$ cat src/rtl/arm_ctrl_pkg.sv
// Shared types, encodings and decode helpers for the multicycle ARM control unit.
// Included by the controller top and the condition/flag sub-module.
package arm_ctrl_pkg;

    typedef enum logic [3:0] {
        FETCH,
        DECODE,
        MEMADR,
        MEMRD,
        MEMWB,
        MEMWR,
        EXECR,
        EXECI,
        ALUWB,
        BRANCH
    } state_t;

    localparam logic [1:0] ALU_ADD = 2'b00;
    localparam logic [1:0] ALU_SUB = 2'b01;
    localparam logic [1:0] ALU_AND = 2'b10;
    localparam logic [1:0] ALU_ORR = 2'b11;

    localparam logic [1:0] RES_ALUOUT    = 2'b00;
    localparam logic [1:0] RES_DATA      = 2'b01;
    localparam logic [1:0] RES_ALURESULT = 2'b10;

    localparam logic [1:0] SRCB_RD2  = 2'b00;
    localparam logic [1:0] SRCB_IMM  = 2'b01;
    localparam logic [1:0] SRCB_FOUR = 2'b10;

    localparam logic [3:0] COND_EQ = 4'b0000;
    localparam logic [3:0] COND_NE = 4'b0001;
    localparam logic [3:0] COND_CS = 4'b0010;
    localparam logic [3:0] COND_CC = 4'b0011;
    localparam logic [3:0] COND_MI = 4'b0100;
    localparam logic [3:0] COND_PL = 4'b0101;
    localparam logic [3:0] COND_VS = 4'b0110;
    localparam logic [3:0] COND_VC = 4'b0111;
    localparam logic [3:0] COND_HI = 4'b1000;
    localparam logic [3:0] COND_LS = 4'b1001;
    localparam logic [3:0] COND_GE = 4'b1010;
    localparam logic [3:0] COND_LT = 4'b1011;
    localparam logic [3:0] COND_GT = 4'b1100;
    localparam logic [3:0] COND_LE = 4'b1101;
    localparam logic [3:0] COND_AL = 4'b1110;

    localparam logic [3:0] CMD_AND = 4'b0000;
    localparam logic [3:0] CMD_SUB = 4'b0010;
    localparam logic [3:0] CMD_ADD = 4'b0100;
    localparam logic [3:0] CMD_CMP = 4'b1010;
    localparam logic [3:0] CMD_ORR = 4'b1100;

    typedef struct packed {
        logic       pc_write;
        logic       ir_write;
        logic       adr_src;
        logic       mem_write;
        logic       reg_write;
        logic       alu_src_a;
        logic [1:0] alu_src_b;
        logic [1:0] alu_control;
        logic [1:0] result_src;
    } ctrl_t;

    localparam ctrl_t CTRL_IDLE = '0;
    localparam ctrl_t CTRL_FETCH = '{pc_write: 1'b1, ir_write: 1'b1, adr_src: 1'b0,
                                     mem_write: 1'b0, reg_write: 1'b0, alu_src_a: 1'b1,
                                     alu_src_b: SRCB_FOUR, alu_control: ALU_ADD,
                                     result_src: RES_ALURESULT};
    localparam ctrl_t CTRL_DECODE = '{pc_write: 1'b0, ir_write: 1'b0, adr_src: 1'b0,
                                      mem_write: 1'b0, reg_write: 1'b0, alu_src_a: 1'b1,
                                      alu_src_b: SRCB_FOUR, alu_control: ALU_ADD,
                                      result_src: RES_ALURESULT};
    localparam ctrl_t CTRL_MEMADR = '{pc_write: 1'b0, ir_write: 1'b0, adr_src: 1'b0,
                                      mem_write: 1'b0, reg_write: 1'b0, alu_src_a: 1'b0,
                                      alu_src_b: SRCB_IMM, alu_control: ALU_ADD,
                                      result_src: RES_ALUOUT};
    localparam ctrl_t CTRL_BRANCH = '{pc_write: 1'b0, ir_write: 1'b0, adr_src: 1'b0,
                                      mem_write: 1'b0, reg_write: 1'b0, alu_src_a: 1'b0,
                                      alu_src_b: SRCB_IMM, alu_control: ALU_ADD,
                                      result_src: RES_ALURESULT};

    function automatic logic condcheck(input logic [3:0] cond, input logic [3:0] nzcv);
        logic n, z, c, v;
        {n, z, c, v} = nzcv;
        case (cond)
            COND_EQ: return z;
            COND_NE: return ~z;
            COND_CS: return c;
            COND_CC: return ~c;
            COND_MI: return n;
            COND_PL: return ~n;
            COND_VS: return v;
            COND_VC: return ~v;
            COND_HI: return c & ~z;
            COND_LS: return ~(c & ~z);
            COND_GE: return n == v;
            COND_LT: return n != v;
            COND_GT: return ~z & (n == v);
            COND_LE: return z | (n != v);
            COND_AL: return 1'b1;
            default: return 1'b0;
        endcase
    endfunction

    // Unrecognised commands fall back to an ADD whose result is discarded.
    function automatic logic [1:0] dp_alu(input logic [3:0] cmd);
        case (cmd)
            CMD_ADD: return ALU_ADD;
            CMD_SUB: return ALU_SUB;
            CMD_AND: return ALU_AND;
            CMD_ORR: return ALU_ORR;
            CMD_CMP: return ALU_SUB;
            default: return ALU_ADD;
        endcase
    endfunction

    function automatic logic dp_no_write(input logic [3:0] cmd);
        return !(cmd == CMD_ADD || cmd == CMD_SUB || cmd == CMD_AND || cmd == CMD_ORR);
    endfunction

    function automatic logic dp_arith(input logic [3:0] cmd);
        return cmd == CMD_ADD || cmd == CMD_SUB || cmd == CMD_CMP;
    endfunction

endpackage

$ cat src/rtl/arm_cond_logic.sv
// NZCV flag register with per-pair write gating, condition evaluation against the
// registered flags, and the per-instruction latched execute decision.
module arm_cond_logic
    import arm_ctrl_pkg::*;
#(
    parameter logic [3:0] FLAGS_RST = 4'b0000
) (
    input  logic       clk,
    input  logic       reset,
    input  logic [3:0] cond,
    input  logic [3:0] alu_flags,
    input  logic [1:0] flag_write,
    input  logic       cond_latch,
    output logic       cond_ex,
    output logic       cond_ex_r
);

    logic [3:0] flags_reg;
    logic       cond_ex_reg;

    assign cond_ex   = condcheck(cond, flags_reg);
    assign cond_ex_r = cond_ex_reg;

    // flag_write[1] covers N,Z; flag_write[0] covers C,V.
    genvar gi;
    generate
        for (gi = 0; gi < 2; gi++) begin : g_flag_pair
            always_ff @(posedge clk) begin
                if (!reset) begin
                    flags_reg[2*gi +: 2] <= FLAGS_RST[2*gi +: 2];
                end else if (flag_write[gi] && cond_ex_reg) begin
                    flags_reg[2*gi +: 2] <= alu_flags[2*gi +: 2];
                end
            end
        end
    endgenerate

    always_ff @(posedge clk) begin
        if (!reset) begin
            cond_ex_reg <= 1'b0;
        end else if (cond_latch) begin
            cond_ex_reg <= cond_ex;
        end
    end

endmodule

$ cat src/rtl/arm_mc_controller.sv
// Multicycle ARM control unit: main FSM with registered datapath controls.
// Each transition loads the control word for the state being entered.
module arm_mc_controller
    import arm_ctrl_pkg::*;
#(
    parameter logic [3:0] FLAGS_RST = 4'b0000
) (
    input  logic       clk,
    input  logic       reset,
    input  logic [3:0] Cond,
    input  logic [1:0] Op,
    input  logic [5:0] Funct,
    input  logic [3:0] Rd,
    input  logic [3:0] ALUFlags,
    output logic       PCWrite,
    output logic       IRWrite,
    output logic       AdrSrc,
    output logic       MemWrite,
    output logic       RegWrite,
    output logic [1:0] RegSrc,
    output logic [1:0] ImmSrc,
    output logic       ALUSrcA,
    output logic [1:0] ALUSrcB,
    output logic [1:0] ALUControl,
    output logic [1:0] ResultSrc
);

    state_t     state_reg;
    ctrl_t      ctrl_reg;
    logic       cond_ex;
    logic       cond_ex_r;
    logic [3:0] cmd;
    logic [1:0] dp_alu_control;
    logic       alu_write;
    logic       rd_is_pc;
    logic       exec_state;
    logic [1:0] flag_write;

    assign cmd            = Funct[4:1];
    assign dp_alu_control = dp_alu(cmd);
    assign alu_write      = cond_ex_r & ~dp_no_write(cmd);
    assign rd_is_pc       = (Rd == 4'hF);
    assign exec_state     = (state_reg == EXECR) || (state_reg == EXECI);
    assign flag_write     = {exec_state & Funct[0], exec_state & Funct[0] & dp_arith(cmd)};

    arm_cond_logic #(
        .FLAGS_RST (FLAGS_RST)
    ) u_cond (
        .clk        (clk),
        .reset      (reset),
        .cond       (Cond),
        .alu_flags  (ALUFlags),
        .flag_write (flag_write),
        .cond_latch (state_reg == DECODE),
        .cond_ex    (cond_ex),
        .cond_ex_r  (cond_ex_r)
    );

    always_ff @(posedge clk) begin
        if (!reset) begin
            state_reg <= FETCH;
            ctrl_reg  <= CTRL_FETCH;
        end else begin
            ctrl_reg <= CTRL_IDLE;
            case (state_reg)
                FETCH: begin
                    state_reg <= DECODE;
                    ctrl_reg  <= CTRL_DECODE;
                end
                DECODE: begin
                    case (Op)
                        2'b01: begin
                            state_reg <= MEMADR;
                            ctrl_reg  <= CTRL_MEMADR;
                        end
                        2'b00: begin
                            state_reg            <= Funct[5] ? EXECI : EXECR;
                            ctrl_reg.alu_src_b   <= Funct[5] ? SRCB_IMM : SRCB_RD2;
                            ctrl_reg.alu_control <= dp_alu_control;
                        end
                        // Branch entry uses the live check: CondEx_r latches on this same edge.
                        2'b10: begin
                            state_reg         <= BRANCH;
                            ctrl_reg          <= CTRL_BRANCH;
                            ctrl_reg.pc_write <= cond_ex;
                        end
                        default: begin
                            state_reg <= FETCH;
                            ctrl_reg  <= CTRL_FETCH;
                        end
                    endcase
                end
                MEMADR: begin
                    state_reg          <= Funct[0] ? MEMRD : MEMWR;
                    ctrl_reg.adr_src   <= 1'b1;
                    ctrl_reg.mem_write <= ~Funct[0] & cond_ex_r;
                end
                MEMRD: begin
                    state_reg           <= MEMWB;
                    ctrl_reg.result_src <= RES_DATA;
                    ctrl_reg.reg_write  <= cond_ex_r;
                    ctrl_reg.pc_write   <= cond_ex_r & rd_is_pc;
                end
                EXECR, EXECI: begin
                    state_reg           <= ALUWB;
                    ctrl_reg.result_src <= RES_ALUOUT;
                    ctrl_reg.reg_write  <= alu_write;
                    ctrl_reg.pc_write   <= alu_write & rd_is_pc;
                end
                default: begin
                    state_reg <= FETCH;
                    ctrl_reg  <= CTRL_FETCH;
                end
            endcase
        end
    end

    // Enables are masked while reset is held so an aborted instruction writes nothing.
    assign PCWrite    = ctrl_reg.pc_write  & reset;
    assign IRWrite    = ctrl_reg.ir_write  & reset;
    assign MemWrite   = ctrl_reg.mem_write & reset;
    assign RegWrite   = ctrl_reg.reg_write & reset;
    assign AdrSrc     = ctrl_reg.adr_src;
    assign ALUSrcA    = ctrl_reg.alu_src_a;
    assign ALUSrcB    = ctrl_reg.alu_src_b;
    assign ALUControl = ctrl_reg.alu_control;
    assign ResultSrc  = ctrl_reg.result_src;
    assign ImmSrc     = Op;
    assign RegSrc     = {Op == 2'b01, Op == 2'b10};

endmodule

$ cat config.mk
export PLATFORM = sky130hd
export DESIGN_NAME = arm_mc_controller
export DESIGN_NICKNAME = d
export VERILOG_FILES = /design/src/rtl/arm_ctrl_pkg.sv /design/src/rtl/arm_cond_logic.sv /design/src/rtl/arm_mc_controller.sv
export SDC_FILE = /design/constraint.sdc
export NUM_CORES = 1
export LEC_CHECK = 0
export CAP_MARGIN = 20
export CORE_UTILIZATION = 49
export CTS_CLUSTER_DIAMETER = 150
export DETAILED_ROUTE_END_ITERATION = 10
export HOLD_SLACK_MARGIN = 0.05
export PLACE_DENSITY = 0.88
export SLEW_MARGIN = 5
export SYNTH_ARGS = -nofsm -noshare
export SYNTH_HDL_FRONTEND = slang
export SYNTH_SLANG_ARGS = --single-unit
$ cat constraint.sdc
create_clock -name clk -period 3.6 [get_ports clk]
set_input_delay 0.9 -clock clk [delete_from_list [all_inputs] [get_ports clk]]
set_output_delay 0.9 -clock clk [all_outputs]
set_load 0.02 [all_outputs]
==> results of run 1 <==
[synth_stat cells, types with 2 or more instances]
cell,number
a2111oi_0,2
a21oi_1,5
a221oi_1,2
and2_1,4
and3_1,2
buf_4,10
buf_6,2
dfxtp_1,20
ha_1,5
inv_1,9
mux2i_1,4
nand2_1,10
nand2b_1,3
nand3_1,4
nand3b_1,2
nand4_1,3
nor2_1,14
nor2b_1,5
nor3_1,3
nor4b_1,3
o21ai_0,6
xor2_1,3
[cell type report]
type	count	share of cell area, %
clock inverters	1	1.94
well taps	28	2.26
inverters	9	2.18
multi-input cells	98	42.5
flip-flops and latches	20	25.8
repair buffers	37	23.9
clock buffers	3	1.45
[path summary, 6_finish.rpt]
kind / to / slack [ns] / depth (start not counted)
worst max-delay path: RegSrc[0] / 0.30 / 4
worst min register to register: AdrSrc / 0.52 / 1
worst min-delay path: AdrSrc / 0.52 / 1
worst max register to register: ALUControl[0] / 1.88 / 4
[power by group through the flow]
stage / Combinational, uW / Clock (uW) / Sequential (uW)
after floorplan: 72.6 / 0 / 247
after global placement: 122 / 0 / 248
after detailed placement: 124 / 0 / 248
after CTS: 125 / 184 / 243
after global routing: 137 / 196 / 245
final: 127 / 183 / 243
[layer usage]
metal  vias to the layer above  global-route usage (%)  routed length [um]
met5                         -                       0                   0
met3                         7                    3.27                 140
met1                       504                    31.7                1360
met2                        48                    37.7                1310
met4                         0                    9.46                  48
li1                        544                       -                   -
[critical path, stage by stage]
cell and delay, ns:
clkdlybuf4s50_1 0.48, inv_1 0.15, ha_1 0.24, clkdlybuf4s50_1 0.63
[stage by stage]
step	area [um^2]	util [%]	instances	power (uW)	setup slack (ns)
CTS	1550	68.8	196	552	0.315
global route	1550	68.8	196	578	0.224
floorplan	1200	-	140	320	1.43
finish	1550	68.8	196	553	0.298
detailed placement	1500	66.5	192	372	0.321
global placement	1500	66.5	192	370	0.400
[cell families (layout without fill, tap and decap cells)]
family          Yosys count  after routing  synth area share, %
buf+inv                  22             50                 11.4
mux                       4              4                 3.35
flops                    20             20                 33.5
simple gates             61             61                 29.4
compound gates           24             24                 14.2
xor+xnor                  4              4                 2.93
fa+ha+maj                 5              5                 5.23
==> flow_summary.ini, run 1 <==
[power_and_ir_drop]
pwr-share-seq_pct = 43.9
comb_power_share_pct = 22.9
internal-power_uw = 407
switching_share_pct = 26.5
power.leakage_uw = 0.000609
powerDensity_nw_per_um2 = 357
switching_power_uw = 146
peakVddDrop_mv = 0.256
p_clk_share_pct = 33.2

[floorplan]
start_util_pct = 53.1
die_x_um = 51.4
die_h_um = 51.4
die-area_um2 = 2640
num_rows = 17
core_um2 = 2250
pin_count = 38

[logic_synthesis]
syn_area_um2 = 1200
ys_top_cells_by_area = dfxtp_1 33%, buf_4 6.3%, ha_1 5.2%, nor2_1 4.4%, mux2i_1 3.3%
synth_seq_cells = 20
postSynthAreaPerCell_um2 = 8.54
synth_top_area_share_pct = 33.5
synthFlopType = dfxtp_1
ys_warn_count = 0
async_reset_ff_share_pct = 0
synthCells = 140
ys_seq_area_share_pct = 33.5
synth_edf_count = 0
synth_area_leader_cell = dfxtp_1
synth.distinct_cells = 41
synthesis.nets = 167

[critical_path]
critical_path_arrival_ns = 2.40
endpoint_kind = output pin
worstPathMaxFanout = 5
required_ns = 2.70
critPathKind = input port to output pin
reg2reg_from = state_reg[2]
startpoint_type = input port
crit_start = Op[0]

[finish]
area.growth.synth_to_final_pct = 29.7
final_cell_mix = 37 x clkdlybuf4s50_1, 20 x dfxtp_1, 14 x nor2_1
fillers = 191
multi_input_area_um2 = 659
mostFrequentLayoutCell = clkdlybuf4s50_1
insertedDiodeCount = 0
layout.nets = 196
drive_above_1_share_pct = 4.17
regArea_um2 = 400

[clock_network]
cts_max_level = 1
root_buffer = clkbuf_4
cts_buffers = 3
clk_latency_ns = 0.30
cts_tree = yes
cts_setup_buffers = 0
clockBufferDepth = 2
ctsResizeCount = 0
clkSlewWorstSetupHoldPaths_ns = 0.12
hold_buffers = 0
numClockSinks = 20

[global_routing]
grt_max_degree = 13
grt_pass1_wl_mm = 4.62
antenna_found_initial = 0
grt_overflow = 0
grt_pass1_vias = 1026
track_usage_pct = 23.6

[placed_design]
io_buffers = 37
dp_hpwl_mm = 2.15
gp_congestion = 0.825

[run]
drv_cap = 0

[run_status]
outcome = completed

[routing]
drt-vias-per-instance = 5.63
antenna_left = 0
drc = 0
wirelength_mm = 2.86
wire_per_inst_um = 14.6
vias = 1103
drtIter0Drc = 51
drt-pass1-iter-count = 4

[timing]
skew_ns = 0.00859
holdWs_ns = 0.518
setup_violations = 0
slew_viol_final = 0
tightest_slew_ns = 0.410
fin_setup_tns_ns = 0
slew_headroom_pct = 72.0
fin_crit_ns = 3.30
hold_violations = 0
rsz0062_at_grt = false
fmax_mhz = 303
period_share_pct = 91.7

[hold_path]
min_from = state_reg[0]
hold_class = flip-flop to flip-flop
No activity file was read; power rests on OpenSTA's default activity.
==> inputs of run 2 (changes only) <==
--- a/config.mk
+++ b/config.mk
@@ -11,6 +11,7 @@
 export DETAILED_ROUTE_END_ITERATION = 10
 export HOLD_SLACK_MARGIN = 0.05
 export PLACE_DENSITY = 0.88
+export SKIP_CTS_REPAIR_TIMING = 1
 export SLEW_MARGIN = 5
 export SYNTH_ARGS = -nofsm -noshare
 export SYNTH_HDL_FRONTEND = slang
==> results of run 2 <==
Same layout as run 1: the final DEF is identical, and so are final timing and power.
